--- config.mk ---
export PLATFORM = sky130hd
export DESIGN_NAME = tm1637_hex_n
export DESIGN_NICKNAME = d
export VERILOG_FILES = /design/src/rtl/tm1637_pkg.sv /design/src/rtl/tm1637_byte_tx.sv /design/src/rtl/tm1637_hex_n.sv
export SDC_FILE = /design/constraint.sdc
export NUM_CORES = 1
export LEC_CHECK = 0
export ABC_AREA = 0
export CAP_MARGIN = 20
export CORE_MARGIN = 2
export CORE_UTILIZATION = 60
export DETAILED_ROUTE_END_ITERATION = 16
export GPL_ROUTABILITY_DRIVEN = 1
export HOLD_SLACK_MARGIN = 0.02
export PLACE_DENSITY = 0.89
export RECOVER_POWER = 100
export SLEW_MARGIN = 30
export SYNTH_ARGS = -nofsm -noshare
export SYNTH_HDL_FRONTEND = slang
export SYNTH_SLANG_ARGS = --single-unit
export TNS_END_PERCENT = 1
--- constraint.sdc ---
create_clock -name clk -period 4 [get_ports clk]
set_clock_uncertainty 0.2 [all_clocks]
set_input_delay 0.4 -clock clk [delete_from_list [all_inputs] [get_ports clk]]
set_output_delay 0.4 -clock clk [all_outputs]
set_load 0.1 [all_outputs]
--- src/rtl/tm1637_pkg.sv ---
// Shared constants, state encodings and the hex-to-segment table for the
// TM1637 display driver.
package tm1637_pkg;

    localparam logic [7:0] CMD_DATA = 8'h40;  // auto-increment data write
    localparam logic [7:0] CMD_ADDR = 8'hC0;  // address of the leftmost digit
    localparam logic [7:0] CMD_DISP = 8'h80;  // display control base

    // Serialiser phases; PH_NEXT names the sequencer's byte/phase selection step
    typedef enum logic [2:0] {PH_IDLE, PH_START, PH_BYTE, PH_ACK, PH_STOP, PH_NEXT} phase_t;

    // Top-level sequencer: issue one op (NEXT), then wait for it (WAIT)
    typedef enum logic [1:0] {SQ_IDLE, SQ_NEXT, SQ_WAIT} seq_t;

    // Index of the operation within one frame (at most 9 + 6 ops)
    typedef logic [3:0] step_t;

    // Segment pattern gfedcba for one hex nibble
    function automatic logic [6:0] hex_seg(input logic [3:0] n);
        case (n)
            4'h0: return 7'h3F;
            4'h1: return 7'h06;
            4'h2: return 7'h5B;
            4'h3: return 7'h4F;
            4'h4: return 7'h66;
            4'h5: return 7'h6D;
            4'h6: return 7'h7D;
            4'h7: return 7'h07;
            4'h8: return 7'h7F;
            4'h9: return 7'h6F;
            4'hA: return 7'h77;
            4'hB: return 7'h7C;
            4'hC: return 7'h39;
            4'hD: return 7'h5E;
            4'hE: return 7'h79;
            default: return 7'h71;
        endcase
    endfunction

endpackage

--- src/rtl/tm1637_byte_tx.sv ---
// Line-level serialiser: one START, one byte plus ACK, or one STOP per request.
// Lines only move on ticks; op_done pulses on the tick that finishes the op.
module tm1637_byte_tx
    import tm1637_pkg::*;
(
    input  logic       clk,
    input  logic       rst,
    input  logic       tick,
    input  logic       op_start,
    input  phase_t     op,
    input  logic [7:0] op_byte,
    input  logic       sda_in,
    output logic       op_done,
    output logic       ack_fail,
    output logic       scl_out,
    output logic       sda_en,
    output logic       sda_out
);

    phase_t     state, state_nx;
    logic [1:0] qcnt;
    logic [2:0] bcnt;
    logic [7:0] shreg;
    logic       scl_nx, sda_nx, en_nx;

    // State, quarter-bit/bit counters and registered line levels
    always_ff @(posedge clk) begin
        if (!rst) begin
            state   <= PH_IDLE;
            qcnt    <= '0;
            bcnt    <= '0;
            shreg   <= '0;
            scl_out <= 1'b1;
            sda_out <= 1'b1;
            sda_en  <= 1'b1;
        end else begin
            state   <= state_nx;
            scl_out <= scl_nx;
            sda_out <= sda_nx;
            sda_en  <= en_nx;
            if (state == PH_IDLE) begin
                qcnt <= '0;
                bcnt <= '0;
                if (op_start) shreg <= op_byte;
            end else if (tick) begin
                qcnt <= qcnt + 1'b1;
                if (state == PH_BYTE && qcnt == 2'd3) bcnt <= bcnt + 1'b1;
            end
        end
    end

    // Phase transitions: byte runs 8 bits then its ACK slot
    always_comb begin
        state_nx = state;
        case (state)
            PH_IDLE:  if (op_start) state_nx = op;
            PH_START: if (tick && qcnt == 2'd1) state_nx = PH_IDLE;
            PH_BYTE:  if (tick && qcnt == 2'd3 && bcnt == 3'd7) state_nx = PH_ACK;
            PH_ACK:   if (tick && qcnt == 2'd3) state_nx = PH_IDLE;
            PH_STOP:  if (tick && qcnt == 2'd2) state_nx = PH_IDLE;
            default:  state_nx = PH_IDLE;
        endcase
    end

    // Next line levels per quarter-bit; SDA stays released after ACK until a bit drives it
    always_comb begin
        scl_nx   = scl_out;
        sda_nx   = sda_out;
        en_nx    = sda_en;
        op_done  = 1'b0;
        ack_fail = 1'b0;
        if (tick) begin
            case (state)
                PH_START: case (qcnt)
                    2'd0: begin scl_nx = 1'b1; sda_nx = 1'b1; en_nx = 1'b1; end
                    2'd1: begin sda_nx = 1'b0; op_done = 1'b1; end
                    default: ;
                endcase
                PH_BYTE: case (qcnt)
                    2'd0: scl_nx = 1'b0;
                    2'd1: begin en_nx = 1'b1; sda_nx = shreg[bcnt]; end
                    2'd2: scl_nx = 1'b1;
                    default: ;
                endcase
                PH_ACK: case (qcnt)
                    2'd0: scl_nx = 1'b0;
                    2'd1: en_nx = 1'b0;
                    2'd2: scl_nx = 1'b1;
                    default: begin op_done = 1'b1; ack_fail = sda_in; end
                endcase
                PH_STOP: case (qcnt)
                    2'd0: begin scl_nx = 1'b0; sda_nx = 1'b0; en_nx = 1'b1; end
                    2'd1: scl_nx = 1'b1;
                    2'd2: begin sda_nx = 1'b1; op_done = 1'b1; end
                    default: ;
                endcase
                default: ;
            endcase
        end
    end

endmodule

--- src/rtl/tm1637_hex_n.sv ---
// N-digit TM1637 hex display driver: captures a display image, keeps one
// pending update, and sequences the data/address/control frames.
module tm1637_hex_n
    import tm1637_pkg::*;
#(
    parameter int DIGITS   = 4,
    parameter int CLK_DIV  = 50,
    parameter int LZ_BLANK = 0
) (
    input  logic                  clk,
    input  logic                  rst,
    input  logic                  data_latch,
    input  logic [4*DIGITS-1:0]   data_in,
    input  logic [DIGITS-1:0]     dp_in,
    input  logic [2:0]            bright_in,
    input  logic                  disp_on_in,
    output logic                  busy,
    output logic                  done,
    output logic                  ack_err,
    output logic                  scl_en,
    output logic                  scl_out,
    output logic                  sda_en,
    output logic                  sda_out,
    input  logic                  sda_in
);

    typedef struct packed {
        logic [4*DIGITS-1:0] data;
        logic [DIGITS-1:0]   dp;
        logic [2:0]          bright;
        logic                disp_on;
    } disp_t;

    localparam int               DIV_W   = (CLK_DIV > 1) ? $clog2(CLK_DIV) : 1;
    localparam logic [DIV_W-1:0] DIV_MAX = DIV_W'(CLK_DIV - 1);
    localparam step_t            LAST    = step_t'(8 + DIGITS);

    seq_t                   seq, seq_nx;
    step_t                  step;
    disp_t                  act, pend, cap;
    logic                   pend_vld, latch_q, lat_rise, tick;
    logic                   start_new, finish, reload;
    logic [DIV_W-1:0]       div_cnt;
    logic                   tx_start, tx_done, tx_fail;
    phase_t                 tx_op;
    logic [7:0]             tx_byte;
    logic [DIGITS-1:0][7:0] seg;

    assign cap       = '{data: data_in, dp: dp_in, bright: bright_in, disp_on: disp_on_in};
    assign lat_rise  = data_latch & ~latch_q;
    assign tick      = (seq != SQ_IDLE) && (div_cnt == DIV_MAX);
    assign start_new = (seq == SQ_IDLE) && lat_rise;
    assign finish    = (seq == SQ_WAIT) && tx_done && (step == LAST);
    // A request arriving on the finishing cycle is honoured without a detour through IDLE
    assign reload    = finish && (pend_vld || lat_rise);
    assign busy      = (seq != SQ_IDLE);
    assign scl_en    = 1'b1;

    // Sequencer state register
    always_ff @(posedge clk) begin
        if (!rst) seq <= SQ_IDLE;
        else      seq <= seq_nx;
    end

    // Sequencer: issue one op, wait for it, then next op / restart / idle
    always_comb begin
        seq_nx = seq;
        case (seq)
            SQ_IDLE: if (lat_rise) seq_nx = SQ_NEXT;
            SQ_NEXT: seq_nx = SQ_WAIT;
            SQ_WAIT: if (tx_done) seq_nx = (finish && !reload) ? SQ_IDLE : SQ_NEXT;
            default: seq_nx = SQ_IDLE;
        endcase
    end

    // Capture, pending buffer, tick divider, frame step and status flags
    always_ff @(posedge clk) begin
        if (!rst) begin
            latch_q  <= 1'b0;
            div_cnt  <= '0;
            step     <= '0;
            act      <= '0;
            pend     <= '0;
            pend_vld <= 1'b0;
            ack_err  <= 1'b0;
            done     <= 1'b0;
        end else begin
            latch_q <= data_latch;
            done    <= finish;
            div_cnt <= (seq == SQ_IDLE || div_cnt == DIV_MAX) ? '0 : div_cnt + 1'b1;
            if (tx_fail) ack_err <= 1'b1;
            if (start_new || reload) begin
                act     <= (reload && pend_vld) ? pend : cap;
                step    <= '0;
                ack_err <= 1'b0;
            end else if (seq == SQ_WAIT && tx_done) begin
                step <= step + 1'b1;
            end
            // Latest request wins; one consumed directly at the finish is not re-queued
            if (lat_rise && seq != SQ_IDLE && !(finish && !pend_vld)) begin
                pend     <= cap;
                pend_vld <= 1'b1;
            end else if (reload) begin
                pend_vld <= 1'b0;
            end
        end
    end

    // Segment bytes per nibble with optional leading-zero blanking (rightmost never blanked)
    always_comb begin
        logic run_zero;
        run_zero = 1'b1;
        seg      = '0;
        for (int j = DIGITS - 1; j >= 0; j--) begin
            run_zero = run_zero && (act.data[4*j +: 4] == 4'h0);
            if (LZ_BLANK != 0 && j != 0 && run_zero)
                seg[j] = {act.dp[j], 7'h00};
            else
                seg[j] = {act.dp[j], hex_seg(act.data[4*j +: 4])};
        end
    end

    // Op selection for the current step of the three-frame sequence
    always_comb begin
        tx_start = (seq == SQ_NEXT);
        tx_op    = PH_BYTE;
        tx_byte  = 8'h00;
        if (step == step_t'(0) || step == step_t'(3) || step == step_t'(6 + DIGITS))
            tx_op = PH_START;
        else if (step == step_t'(2) || step == step_t'(5 + DIGITS) || step == LAST)
            tx_op = PH_STOP;
        else if (step == step_t'(1))
            tx_byte = CMD_DATA;
        else if (step == step_t'(4))
            tx_byte = CMD_ADDR;
        else if (step == step_t'(7 + DIGITS))
            tx_byte = CMD_DISP | {4'b0000, act.disp_on, act.bright};
        else
            for (int k = 0; k < DIGITS; k++)
                if (step == step_t'(5 + k)) tx_byte = seg[DIGITS-1-k];
    end

    tm1637_byte_tx u_tx (
        .clk      (clk),
        .rst      (rst),
        .tick     (tick),
        .op_start (tx_start),
        .op       (tx_op),
        .op_byte  (tx_byte),
        .sda_in   (sda_in),
        .op_done  (tx_done),
        .ack_fail (tx_fail),
        .scl_out  (scl_out),
        .sda_en   (sda_en),
        .sda_out  (sda_out)
    );

endmodule

Yosys cells after proc, flatten, opt, wreduce, memory -nomap -nowiden
Memories as Yosys holds them, arrays and structs flattened. A register that Yosys moved wholly into a read port is not among the register bits.
Cells that the tools add are included.
- add/subtract/negate cells: 4
- order comparisons: 1
- eq/ne operators: 38
- multiplexer cells: 52
- bitwise gates (word level): 3
- reductions and logical operators: 47
- operators by type and width (operator ; count):
    $mux 8 ; 9
    $mux 4 ; 8
    $mux 24 ; 1
    $mux 3 ; 7
    $eq 4x4->1 const B ; 5
    $reduce_and 5->1 ; 4
    $eq 4x3->1 const B ; 4
    $logic_and 1x1->1 ; 15
    $mux 1 ; 15
    $pmux 3 s5 ; 1
    $ne 2x1->1 const B ; 6
    $ne 3x1->1 const B ; 4
    $pmux 1 s3 ; 4
    $ne 2x2->1 const B ; 5
    $reduce_or 2->1 ; 5
    $reduce_bool 3->1 ; 3
    $eq 4x2->1 const B ; 2
    $logic_or 1x1->1 ; 7
    $add 6x1->6 const B ; 1
    $eq 2x2->1 const B ; 3
    $eq 3x2->1 const B ; 2
    $eq 3x3->1 const B ; 2
    $eq 6x6->1 const B ; 1
    $pmux 1 s2 ; 3
    other kinds (19) ; 28
- register bits after elaboration: 83
- memory bits (read-only): 448
- input port bits: 28
- output and inout port bits: 7
- word-level logic and storage cells: 171
- memories: 4
- memory list (name ; words ; width ; rd ports ; clocked after Yosys merged registers in ; wr ports ; line ; RTL):
    (no name shown) ; 16 ; 7 ; 1 ; 1 ; 0 ; tm1637_pkg.sv:20 ; case (n)
    (no name shown) ; 16 ; 7 ; 1 ; 1 ; 0 ; tm1637_pkg.sv:20 ;
    (no name shown) ; 16 ; 7 ; 1 ; 1 ; 0 ; tm1637_pkg.sv:20 ;
    (no name shown) ; 16 ; 7 ; 1 ; 1 ; 0 ; tm1637_pkg.sv:20 ;

Longest topological paths before layout
- depth in word-level cells: 13
- mapped depth: 16

Cells and area by module
A second synthesis with hierarchy kept.
- cell total of the unflattened synthesis: 772
- area, all modules: 6516.2 um^2
- modules (own cells, without submodules) (module ; times used ; cells each ; area an instance (um^2) ; sequential area each (um^2)):
    tm1637_hex_n ; 1 ; 637 ; 5396.4 ; 1841.8
    tm1637_byte_tx ; 1 ; 135 ; 1119.8 ; 380.4

Worst setup path before layout
Ideal clock, no wire load.
- kind: reg-to-reg
- start: register u_tx.qcnt[0]
- end: register seg[20] (netlist name)
- setup time: 123 ps
- data arrival time: 2918 ps
- setup slack: 759 ps
- stages on the path, launching flop included: 15
- buffers on the path: 3
- clock period less this slack: 3241 ps
- path through: dfxtp_1 -> inv_1 -> ha_1 -> nand2_1 -> o32ai_4 -> nand4_2 -> buf_6 -> buf_4 -> buf_2 -> mux2i_1 -> a211oi_1 -> inv_1 -> ha_1 -> a211oi_1 -> a21oi_1
- word-level cells in the longest chain between the ends: 12
- elaborated cells on any way between the ends: 17
- RTL lines (element ; line ; RTL):
    start: declaration ; tm1637_byte_tx.sv:21 ; logic [1:0] qcnt;
    start signal: assignment ; tm1637_byte_tx.sv:46 ; qcnt <= qcnt + 1'b1;
    $eq 2x2->1 (tied with other cells) ; tm1637_byte_tx.sv:85, tm1637_byte_tx.sv:91 ;
    $reduce_or 3->1 (no source line) ; - ;
    $mux 1 ; tm1637_byte_tx.sv:85 ; PH_ACK: case (qcnt)
    $pmux 1 s3 (*) ; tm1637_byte_tx.sv:73 ; case (state)
    $mux 1 (*) ; tm1637_byte_tx.sv:72 ; if (tick) begin
    $logic_and 1x1->1 (*) (2 in series) ; tm1637_hex_n.sv:53 ; assign finish = (seq == SQ_WAIT) && tx_done && (step == LAST);
    $logic_and 1x1->1 (*) ; tm1637_hex_n.sv:55 ; assign reload = finish && (pend_vld || lat_rise);
    $logic_and 1x1->1 ; tm1637_hex_n.sv:93 ; act <= (reload && pend_vld) ? pend : cap;
    $mux 24 ; tm1637_hex_n.sv:93 ;
    $mux 4 (no source line) (*) (2 in series) ; - ;
Every way passes the cells marked *; elsewhere a longest branch is shown, timed or not.
A chain may end at the register's enable or synchronous reset.

Final worst setup path
- start: register u_tx.state[2]
- end: register seg[27] (netlist name)
- word-level cells in the longest chain between the ends: 10
- elaborated cells on any way between the ends: 13
- RTL lines (element ; line ; RTL):
    start: declaration ; tm1637_byte_tx.sv:20 ; phase_t state, state_nx;
    start signal: assignment ; tm1637_byte_tx.sv:37 ; state <= state_nx;
    $eq 3x3->1 (tied with other cells) ; tm1637_byte_tx.sv:73 ;
    $pmux 1 s3 (*) ; tm1637_byte_tx.sv:73 ;
    $mux 1 (*) ; tm1637_byte_tx.sv:72 ;
    $logic_and 1x1->1 (*) (2 in series) ; tm1637_hex_n.sv:53 ;
    $logic_and 1x1->1 (*) ; tm1637_hex_n.sv:55 ;
    $logic_and 1x1->1 ; tm1637_hex_n.sv:93 ;
    $mux 24 ; tm1637_hex_n.sv:93 ;
    $mux 4 (no source line) (*) (2 in series) ; - ;
Marks and branches as above.

==> impl_summary.md <==
Status
The flow ran to the end, and the final reports show no timing, DRC or antenna violations.

Clocking
The hold buffer count at CTS is 0. The TritonCTS sink count is 111. In this run the deepest clock path goes through 2 buffers. The number of buffers created by CTS is 9. The clock tree from TritonCTS is built. The number of instances resized during post-cts repair is 0. After clock tree synthesis, the clock-pin slew on the worst setup and hold paths is 0.11 ns.

The number of H-tree branching levels is 3. The clock latency at the later pin of the worst-skew pair is 0.38 ns. The setup fix buffers added after clock tree synthesis is 0. Clock tree synthesis selected as its root buffer the cell clkbuf_8.

Synthesis
The share of synthesized area in the top cell type comes to 0.350. In the synthesized netlist the dominant register cell turns out to be dfxtp_1. The number of warnings printed during yosys synthesis is 0. dfxtp_1 is the most common cell in the netlist. The synthesized netlist contains around 70 unique library cells. Yosys attributes the largest share of cell area to dfxtp_1 35%, ha_1 7.9%, nand2_1 6.0%. The leading area contributor after synthesis is dfxtp_1. The mapped netlist covers 0.00635 sq mm. Yosys mapped a number of flops with a built-in enable equal to 0. By count the netlist is led by 111 x dfxtp_1, 101 x nand2_1, 60 x a21oi_1. The number of synthesized register bits is 111.

The proportion of synthesized chip area in sequential cells is 0.350. The gate count of the mapped netlist is between 700 and 800. The share of flip-flops with an asynchronous set or reset after synthesis is 0. The number of nets handed over by synthesis was 826. Each instance of the synthesized netlist takes up on average 8.38 sq um.

STA
Of the available clock period, the critical path in the final layout requires 0.921. The time the worst path needs with I/O delays and setup is 3.68 ns. The normalized max-slew margin is 0.337. Setup violations remaining at the end of the flow were counted as 0.

The maximum clock frequency is approximately 0.27 GHz. The count of final hold-check violations is 0. Setup repair after global routing left no endpoint under its margin.

For the pin with the worst max-slew slack, the measured transition is 0.992 ns. The summed negative setup slack over all endpoints is 0 ns. The number of max-slew violations in the final report is 0.

Worst setup path
The type of element capturing the critical path is a register. STA puts the critical path data arrival time at 3.79 ns. At the worst endpoint, the required time is around 4.1 ns.

The critical-path maximum fanout is 18. The worst reg-to-reg setup slack is roughly 0.32 ns. The category of the worst setup path launch point is a register. The kind of critical path is register to register.

GRT
The remaining global-route overflow is 0. The first global-routing pass estimated 25.8 mm of wire. The largest net degree at the start of global routing is 47. The initial antenna violation count is 0. The number of global-route vias before repair is between 5000 and 6000. The all-layer global routing usage is 0.282.

Die
The initial core utilization is 0.615. The boundary pin count is 35. The total number of placement rows is 37. The die span in y is roughly 110 microns. The die covers ~0.011 sq mm. From left edge to right edge, the die measures 107 microns.

After floorplanning, the core was sized to cover 0.0103 sq mm.

Routing
The routed layout has 5610 vias. The detail-routed net length per standard cell is 16.9 microns. The detailed-routed wire length on met3 is 738 microns. After detailed routing, the wire length on met1 is 6.62 mm. After detailed routing, the number of vias per cell comes to 6.13. The detail route stage leaves a number of antenna-violating nets equal to 0. The amount of wire on met2 after detailed routing is between 7 and 8 mm. The uppermost layer routed is met4.

The first detailed-routing pass took 5 iterations. The first routing iteration left approximately 470 violations. The aggregate routed wire length is roughly 15 mm. The number of design rule violations left after detail routing is 0.

Pwr
The analysis attributes to cell leakage a power of about 2.8 nW. Power spread over the standard cell area amounts to about 340 mW/mm^2. The maximum vdd drop is 0.194 mV.

Run
Max-cap violations in this run came to 0.

Place
Port buffering added 33 buffers. The detailed placement HPWL is 11.2 mm. The final weighted congestion in routability-driven placement is 0.962.

Layout
The growth of design area from synthesis to finish is 8.01%. The share of cells above drive strength 1 is 0.0616. The count of inserted antenna diode cells is 0.

The utilization after layout is 0.665. After the last flow step, the layout net total stands at roughly 840.

Min path
The min-delay analysis places its worst path in the category register to register.
## worst paths after layout
| kind | startpoint | end | depth (start not counted) |
|---|---|---|---|
| min | pend[1] | pend[1] | 2 |
| min reg2reg | pend[1] | pend[1] | 2 |
| max reg2reg | u_tx.state[2] | seg[27] | 9 |
| max | u_tx.state[2] | seg[27] | 9 |
## kinds of logic after synthesis
group                      count (synthesis)  synth area share
AOI/OAI and AO/OA                        190             0.208
xor gates and xnor gates                  10            0.0138
muxes                                     47            0.0817
and+or+nand+nor                          273             0.207
buffers and inverters                     86            0.0610
DFF                                      111             0.350
other                                      1          0.000590
adders and majority gates                 40            0.0788
## routing by layer
layer / GRT usage / up-vias
li1: - / 2701
met2: 0.491 / 187
met3: 0.0450 / 48
met5: 0 / -
met4: 0.115 / 0
met1: 0.347 / 2674
## cells in the final DEF (no fill, tap or decap), types with 5 or more instances in the layout
cell,netlist,routed
a211oi_1,16,17
a21oi_1,60,60
a22oi_1,22,23
a31oi_1,5,5
and2_0,0,8
and2_1,15,7
buf_4,5,14
clkbuf_8,0,9
clkdlybuf4s50_1,0,26
dfxtp_1,111,111
dlygate4sd3_1,0,7
ha_1,40,40
inv_1,32,36
mux2i_1,35,35
nand2_1,101,101
nand2b_1,12,12
nand3_1,21,21
nand3b_1,7,7
nor2_1,59,59
nor2b_1,11,11
nor3_1,18,17
nor3b_1,6,6
o21ai_0,34,34
o22ai_1,5,5
o31ai_1,8,8
xnor2_1,6,6
## critical path, cell delays in order, from the launching register on
cell and delay [ns]:
dfxtp_1 0.69, or3b_1 0.50, a211oi_4 0.30, o2111ai_1 0.19, nand2_1 0.27, clkbuf_1 0.47
a21o_1 0.33, inv_1 0.19, mux2_1 0.34, mux2i_1 0.12
## through the flow
step	instance area, sq um	instances	power (mW)	setup slack (ns)	hold WS [ns]
finish	6860	915	2.33	0.318	0.258
global route	6860	915	2.43	0.0557	0.282
CTS	6930	915	2.34	0.477	0.261
detailed placement	6760	899	1.73	0.509	0.247
global placement	6760	899	1.71	0.638	0.240
floorplan	6350	758	1.59	0.759	0.233
## registers in the layout, summed over array words and instances (netlist names), 2 cells and up
| name | count |
|---|---|
| step | 4 |
| u_tx.bcnt | 3 |
| pend | 24 |
| div_cnt | 6 |
| act | 24 |
| u_tx.qcnt | 2 |
| u_tx.state | 3 |
| u_tx.shreg | 8 |
| seg | 28 |
| seq | 2 |
## final cells by class
class / instances / area, sq um
Clock inverter: 6 / 45.0
Timing Repair Buffer: 51 / 452
Clock buffer: 10 / 128
Tap cell: 136 / 170
Sequential cell: 111 / 2220
Multi-Input combinational cell: 561 / 3700
Fill cell: 828 / 3460
Inverter: 40 / 150
## report_power, final
part	internal [mW]	switching (mW)
sequential	1.19	0.0558
combinational	0.182	0.280
clock	0.232	0.391
total	1.60	0.726
(Power assumes the default switching activity.)
